**src/rtl/hilo_pkg.sv**
```systemverilog
// Shared types for the HI/LO unit: commit-mode encodings and FSM state.
package hilo_pkg;

   typedef enum logic [1:0] {
      ACC_WR  = 2'b00,
      ACC_ADD = 2'b01,
      ACC_SUB = 2'b10
   } acc_e;

   typedef enum logic {
      ST_IDLE = 1'b0,
      ST_WAIT = 1'b1
   } state_e;

endpackage

```
**src/rtl/hilo_acc.sv**
```systemverilog
// Combinational 2*DATA_W commit datapath: overwrite, add or subtract a result
// into the current {HI,LO}; carries and borrows cross from LO into HI.
module hilo_acc
   import hilo_pkg::*;
#(
   parameter int W = 64
) (
   input  logic [W-1:0] i_base,
   input  logic [W-1:0] i_opnd,
   input  logic [1:0]   i_mode,
   output logic [W-1:0] o_res
);

   always_comb begin
      case (i_mode)
         ACC_ADD: o_res = i_base + i_opnd;
         ACC_SUB: o_res = i_base - i_opnd;
         default: o_res = i_opnd;   // 00 and 11 both overwrite
      endcase
   end

endmodule

```
**src/rtl/hilo_unit.sv**
```systemverilog
// HI/LO register pair fed by multi-cycle units (MULT/DIV), with move-to
// writes, same-cycle forwarding of the committing result, and a timeout.
module hilo_unit
   import hilo_pkg::*;
#(
   parameter int  DATA_W  = 32,
   parameter int  NSRC    = 4,
   parameter int  TIMEOUT = 64,
   localparam int SRC_W   = (NSRC > 1) ? $clog2(NSRC) : 1
) (
   input  logic                   clk,
   input  logic                   rst_n,
   input  logic                   issue_valid,
   input  logic [SRC_W-1:0]       issue_src,
   input  logic [1:0]             issue_acc,
   input  logic [NSRC-1:0]        res_valid,
   input  logic [NSRC*DATA_W-1:0] res_hi,
   input  logic [NSRC*DATA_W-1:0] res_lo,
   input  logic                   mt_valid,
   input  logic                   mt_sel,
   input  logic [DATA_W-1:0]      mt_data,
   input  logic                   rd_req,
   output logic [DATA_W-1:0]      hi,
   output logic [DATA_W-1:0]      lo,
   output logic                   busy,
   output logic                   stall,
   output logic                   err
);

   localparam int W2    = 2 * DATA_W;
   localparam int CNT_W = $clog2(TIMEOUT + 1);

   state_e             r_state, w_state_nxt;
   logic [SRC_W-1:0]   r_src;
   logic [1:0]         r_acc;
   logic [CNT_W-1:0]   r_cnt;
   logic               r_err;
   logic [DATA_W-1:0]  r_hi, r_lo;

   logic               w_in_wait, w_done, w_src_bad, w_load, w_err_set, w_mt_wr;
   logic [NSRC-1:0]    w_exp_mask;
   logic [W2-1:0]      w_res, w_commit;

   assign w_in_wait  = (r_state == ST_WAIT);
   assign w_done     = w_in_wait & res_valid[r_src];
   assign w_exp_mask = NSRC'(1) << r_src;
   assign w_res      = {res_hi[r_src*DATA_W +: DATA_W], res_lo[r_src*DATA_W +: DATA_W]};
   // Widen before comparing so a power-of-two NSRC does not yield a constant compare.
   assign w_src_bad  = (32'(issue_src) >= NSRC);

   hilo_acc #(.W(W2)) u_acc (
      .i_base ({r_hi, r_lo}),
      .i_opnd (w_res),
      .i_mode (r_acc),
      .o_res  (w_commit)
   );

   always_comb begin
      w_state_nxt = r_state;
      w_load      = 1'b0;
      w_err_set   = 1'b0;
      case (r_state)
         ST_IDLE: begin
            if (|res_valid) w_err_set = 1'b1;
            if (issue_valid) begin
               if (w_src_bad) begin
                  w_err_set = 1'b1;
               end else begin
                  w_load      = 1'b1;
                  w_state_nxt = ST_WAIT;
               end
            end
         end
         ST_WAIT: begin
            if (|(res_valid & ~w_exp_mask)) w_err_set = 1'b1;
            if (w_done) begin
               w_state_nxt = ST_IDLE;
               if (issue_valid) begin
                  if (w_src_bad) begin
                     w_err_set = 1'b1;
                  end else begin
                     w_load      = 1'b1;
                     w_state_nxt = ST_WAIT;
                  end
               end
            end else begin
               if (issue_valid) w_err_set = 1'b1;
               if (r_cnt == CNT_W'(TIMEOUT - 1)) begin
                  w_err_set   = 1'b1;
                  w_state_nxt = ST_IDLE;
               end
            end
         end
         default: w_state_nxt = ST_IDLE;
      endcase
   end

   assign stall   = w_in_wait & ~w_done & (rd_req | mt_valid);
   assign w_mt_wr = mt_valid & ~stall;
   assign busy    = w_in_wait;
   assign err     = r_err;
   assign hi      = w_done ? w_commit[W2-1:DATA_W] : r_hi;
   assign lo      = w_done ? w_commit[DATA_W-1:0]  : r_lo;

   always_ff @(posedge clk or negedge rst_n) begin
      if (!rst_n) begin
         r_state <= ST_IDLE;
         r_src   <= '0;
         r_acc   <= '0;
         r_cnt   <= '0;
         r_err   <= 1'b0;
         r_hi    <= '0;
         r_lo    <= '0;
      end else begin
         r_state <= w_state_nxt;
         if (w_load) begin
            r_src <= issue_src;
            r_acc <= issue_acc;
            r_cnt <= '0;
         end else if (w_in_wait) begin
            r_cnt <= r_cnt + CNT_W'(1);
         end
         if (w_err_set) r_err <= 1'b1;
         // A move-to owns its half; the commit supplies whatever half remains.
         if (w_mt_wr && mt_sel)   r_hi <= mt_data;
         else if (w_done)         r_hi <= w_commit[W2-1:DATA_W];
         if (w_mt_wr && !mt_sel)  r_lo <= mt_data;
         else if (w_done)         r_lo <= w_commit[DATA_W-1:0];
      end
   end

endmodule

```
**config.mk**
```make
export PLATFORM = sky130hd
export DESIGN_NAME = hilo_unit
export DESIGN_NICKNAME = d
export VERILOG_FILES = /design/src/rtl/hilo_pkg.sv /design/src/rtl/hilo_acc.sv /design/src/rtl/hilo_unit.sv
export SDC_FILE = /design/constraint.sdc
export NUM_CORES = 1
export LEC_CHECK = 0
export ABC_AREA = 0
export BUFFER_PORTS_ARGS = -buffer_cell sky130_fd_sc_hd__clkbuf_2
export CAP_MARGIN = 10
export CORE_MARGIN = 4
export CORE_UTILIZATION = 47
export DETAILED_ROUTE_END_ITERATION = 16
export PLACE_DENSITY = 0.71
export SLEW_MARGIN = 20
export SYNTH_ARGS = -nofsm -noshare
export SYNTH_HDL_FRONTEND = slang
export SYNTH_SLANG_ARGS = --single-unit
```
**constraint.sdc**
```tcl
create_clock -name clk -period 16.9 [get_ports clk]
set_clock_uncertainty 0.1 [all_clocks]
set_input_delay 3.38 -clock clk [delete_from_list [all_inputs] [get_ports clk]]
set_output_delay 3.38 -clock clk [all_outputs]
set_load 0.005 [all_outputs]
```
==> results.md <==
- Placeable Area: 22,920 µm²
- Worst Min Path Start: err$_DFFE_PN0P_
- Crit. Startpoint: res_lo[67]
- CTS tree: done
- FF-to-FF path depth: 23
- Buffers from clock root to sink, at most: 2
- Die ar.: 26,100 µm²
- Initial Util: 0.4837
- Clock Latency Late Sink: 0.36 ns
- Crit path time final: 13.09 ns
- Mapped Cells: 1,347
- Inserted Diodes: 0
- CP endpoint kind: primary output
- IO Pins: 369
- Die Y: 161.6 µm
- Clock root cell: clkbuf_16
- Final Setup Violations: 0
- # resized after CTS: 0
- TritonRoute pass-1 iters: 5
- Vias in the first global route: 11.65k
- Slew headroom: 0.3568
- EDFF count, synth: 0
- Top post-synthesis cells by count: 162 x a21oi_1, 132 x nor2_1, 130 x nand2_1, 97 x xnor2_1, 85 x o21ai_0
- Area grow syn2layout: 20.57%
- DRC: 0
- Hold depth: 1
- Clk sinks: 77
- Hold WC Path Type: reg2reg
- GRT Util Overall: 0.3268
- Worst slew pin tran: 0.9560 ns
- Hold buffer count at cts: 0
- Post-synthesis sequential area ratio: 0.1738
- Setup TNS Final: 0 ns
- Mean Syn Cell Area: 8.229 µm²
- Run status: complete, no violations
- Max FO, Critical Path: 7
- # nets final: 2,022
- Synth top area share: 0.1738
- CTS H-tree lvls: 3
- Global-route wire length before repair: 66,450 µm
- Gr ovfl total: 0
- Count leader, synth: a21oi_1
- Setup crit start kind: input pin
- Fin crit share: 0.7745
- FF+latch count, synth: 77
- Post-layout util: 0.5832
- Cell taking the most area after synthesis: dfrtp_1
- Post-synth ARST share: 1.000
- CTS clk-pin slew, worst paths: 0.07 ns
- Syn_nets: 1,716
- Drt first-iter violations: 1,110
- Wire length per cell: 22.29 µm
- Max-cap violations: 0
- Detailed Place HPWL: 35,730 µm
- Vias per inst: 6.054
- Number of post-CTS setup repair buffers: 0
- Row cnt: 55
- Drt total wl: 43,930 µm
- Largest net degree at the start of global routing: 84
- Count of cell types in the netlist: 66
- Main flop type after synthesis: dfrtp_1
- Final hold vios: 0
- RSZ-0062 raised after global routing: false
- Worst reg2reg startpoint: r_src[0]$_DFFE_PN0P_
- WP data arrival: 9.61 ns
- Slew Limit Fails: 0
- Total number of yosys warnings: 0
- Die span in x: 161.6 µm
- Initial antenna violation count: 3
- Share of cells above drive strength 1: 0.3245
- PortBufs: 368
- Critical path class: in2out
- R2R setup slack: 8.92 ns
- Area contributors post-synth: dfrtp_1 17%, mux4_2 13%, xnor2_1 7.7%, ha_1 7.5%, a21oi_1 7.3%
- CP Data Required Time: 13.42 ns
- Vias: 11.93k
- GP Congestion: 1.052
- Post-route ant nets: 0
- Fmax: 76.40 MHz
- Num CTS Buffers: 9
- Cell Area, Synth: 11,080 µm²
state kept, by name (all words and copies together), names as in the netlist:
| register | flops |
|---|---|
| r_src | 2 |
| r_lo | 32 |
| err | 1 |
| busy | 1 |
| r_cnt | 7 |
| r_hi | 32 |
| r_acc | 2 |
cells in the final DEF, fill, tap and decap left out, drive strengths merged, types with 13 or more instances in the layout:
cell and count:
nand3 16, clkbuf 377, and2 14, and3 19, nor2 133, o21ai 85
nor3 20, a21o 33, a21oi 163, nand2 130, nor2b 17, o21bai 18
mux4 64, o21a 13, ha 66, a31oi 23, inv 36, dfrtp 77
mux2 61, xnor2 97, xor2 26, mux2i 21, nand4 17, nand2b 16
worst max-delay path: stages:
cell      delay [ns]
clkbuf_2        0.10
mux4_2          0.54
or4_1           0.57
nor3b_1         0.75
and3_1          0.43
and3_1          0.29
and2_1          0.29
nor2_1          0.09
xnor2_1         0.16
ha_1            0.43
and3_1          0.30
nand2_1         0.12
o211ai_1        0.21
a41oi_1         0.14
o31a_1          0.19
o41ai_1         0.75
xnor2_1         0.12
o21ai_0         0.50
clkbuf_2        0.23
area by class of cell:
type	instances	area, µm²
multi-input cells	1158	8701
flip-flops and latches	77	1932
well taps	313	391.6
clock buffers	10	239.0
inverters	31	116.4
fillers	2164	9552
repair buffers	376	1908
clock inverters	6	76.32
cells by family (layout without fill, tap and decap cells):
group,count (synthesis),in the layout,share of synthesized area
simple gates,422,422,0.1814
compound gates,400,400,0.2175
buf+inv,112,423,0.04244
mux,146,146,0.2113
flops,77,77,0.1738
xor+xnor,123,123,0.09719
fa+ha+maj,67,67,0.07631
metrics by stage:
| step | instance area (µm²) | std cells | hold WS [ns] | setup WS [ns] |
|---|---|---|---|---|
| 3_3_place_gp | 13050 | 1955 | 0.3639 | 3.981 |
| 6_report | 13360 | 1971 | 0.3790 | 3.810 |
| 2_1_floorplan | 11080 | 1347 | 0.3590 | 5.350 |
| 5_1_grt | 13360 | 1971 | 0.3925 | 3.423 |
| 3_5_place_dp | 13050 | 1955 | 0.3611 | 3.941 |
| 4_1_cts | 13360 | 1971 | 0.3852 | 3.914 |
path summary, 6_finish.rpt:
path	to
hold reg to reg	err$_DFFE_PN0P_
setup reg to reg	r_hi[31]$_DFF_PN0_
setup / recovery	hi[21]
max in group asynchronous	r_src[1]$_DFFE_PN0P_
hold / removal	err$_DFFE_PN0P_
min in group asynchronous	r_acc[1]$_DFFE_PN0P_
metal layers:
metal  wire, µm  global-route usage
met5         27                   0
met4       2011              0.1415
met3       4392             0.09722
met2      19680              0.5076
met1      17820              0.4238
Power is left out: the tool's default activity adds up to more than one toggle a clock period on the data nets, which glitch-free logic cannot reach.
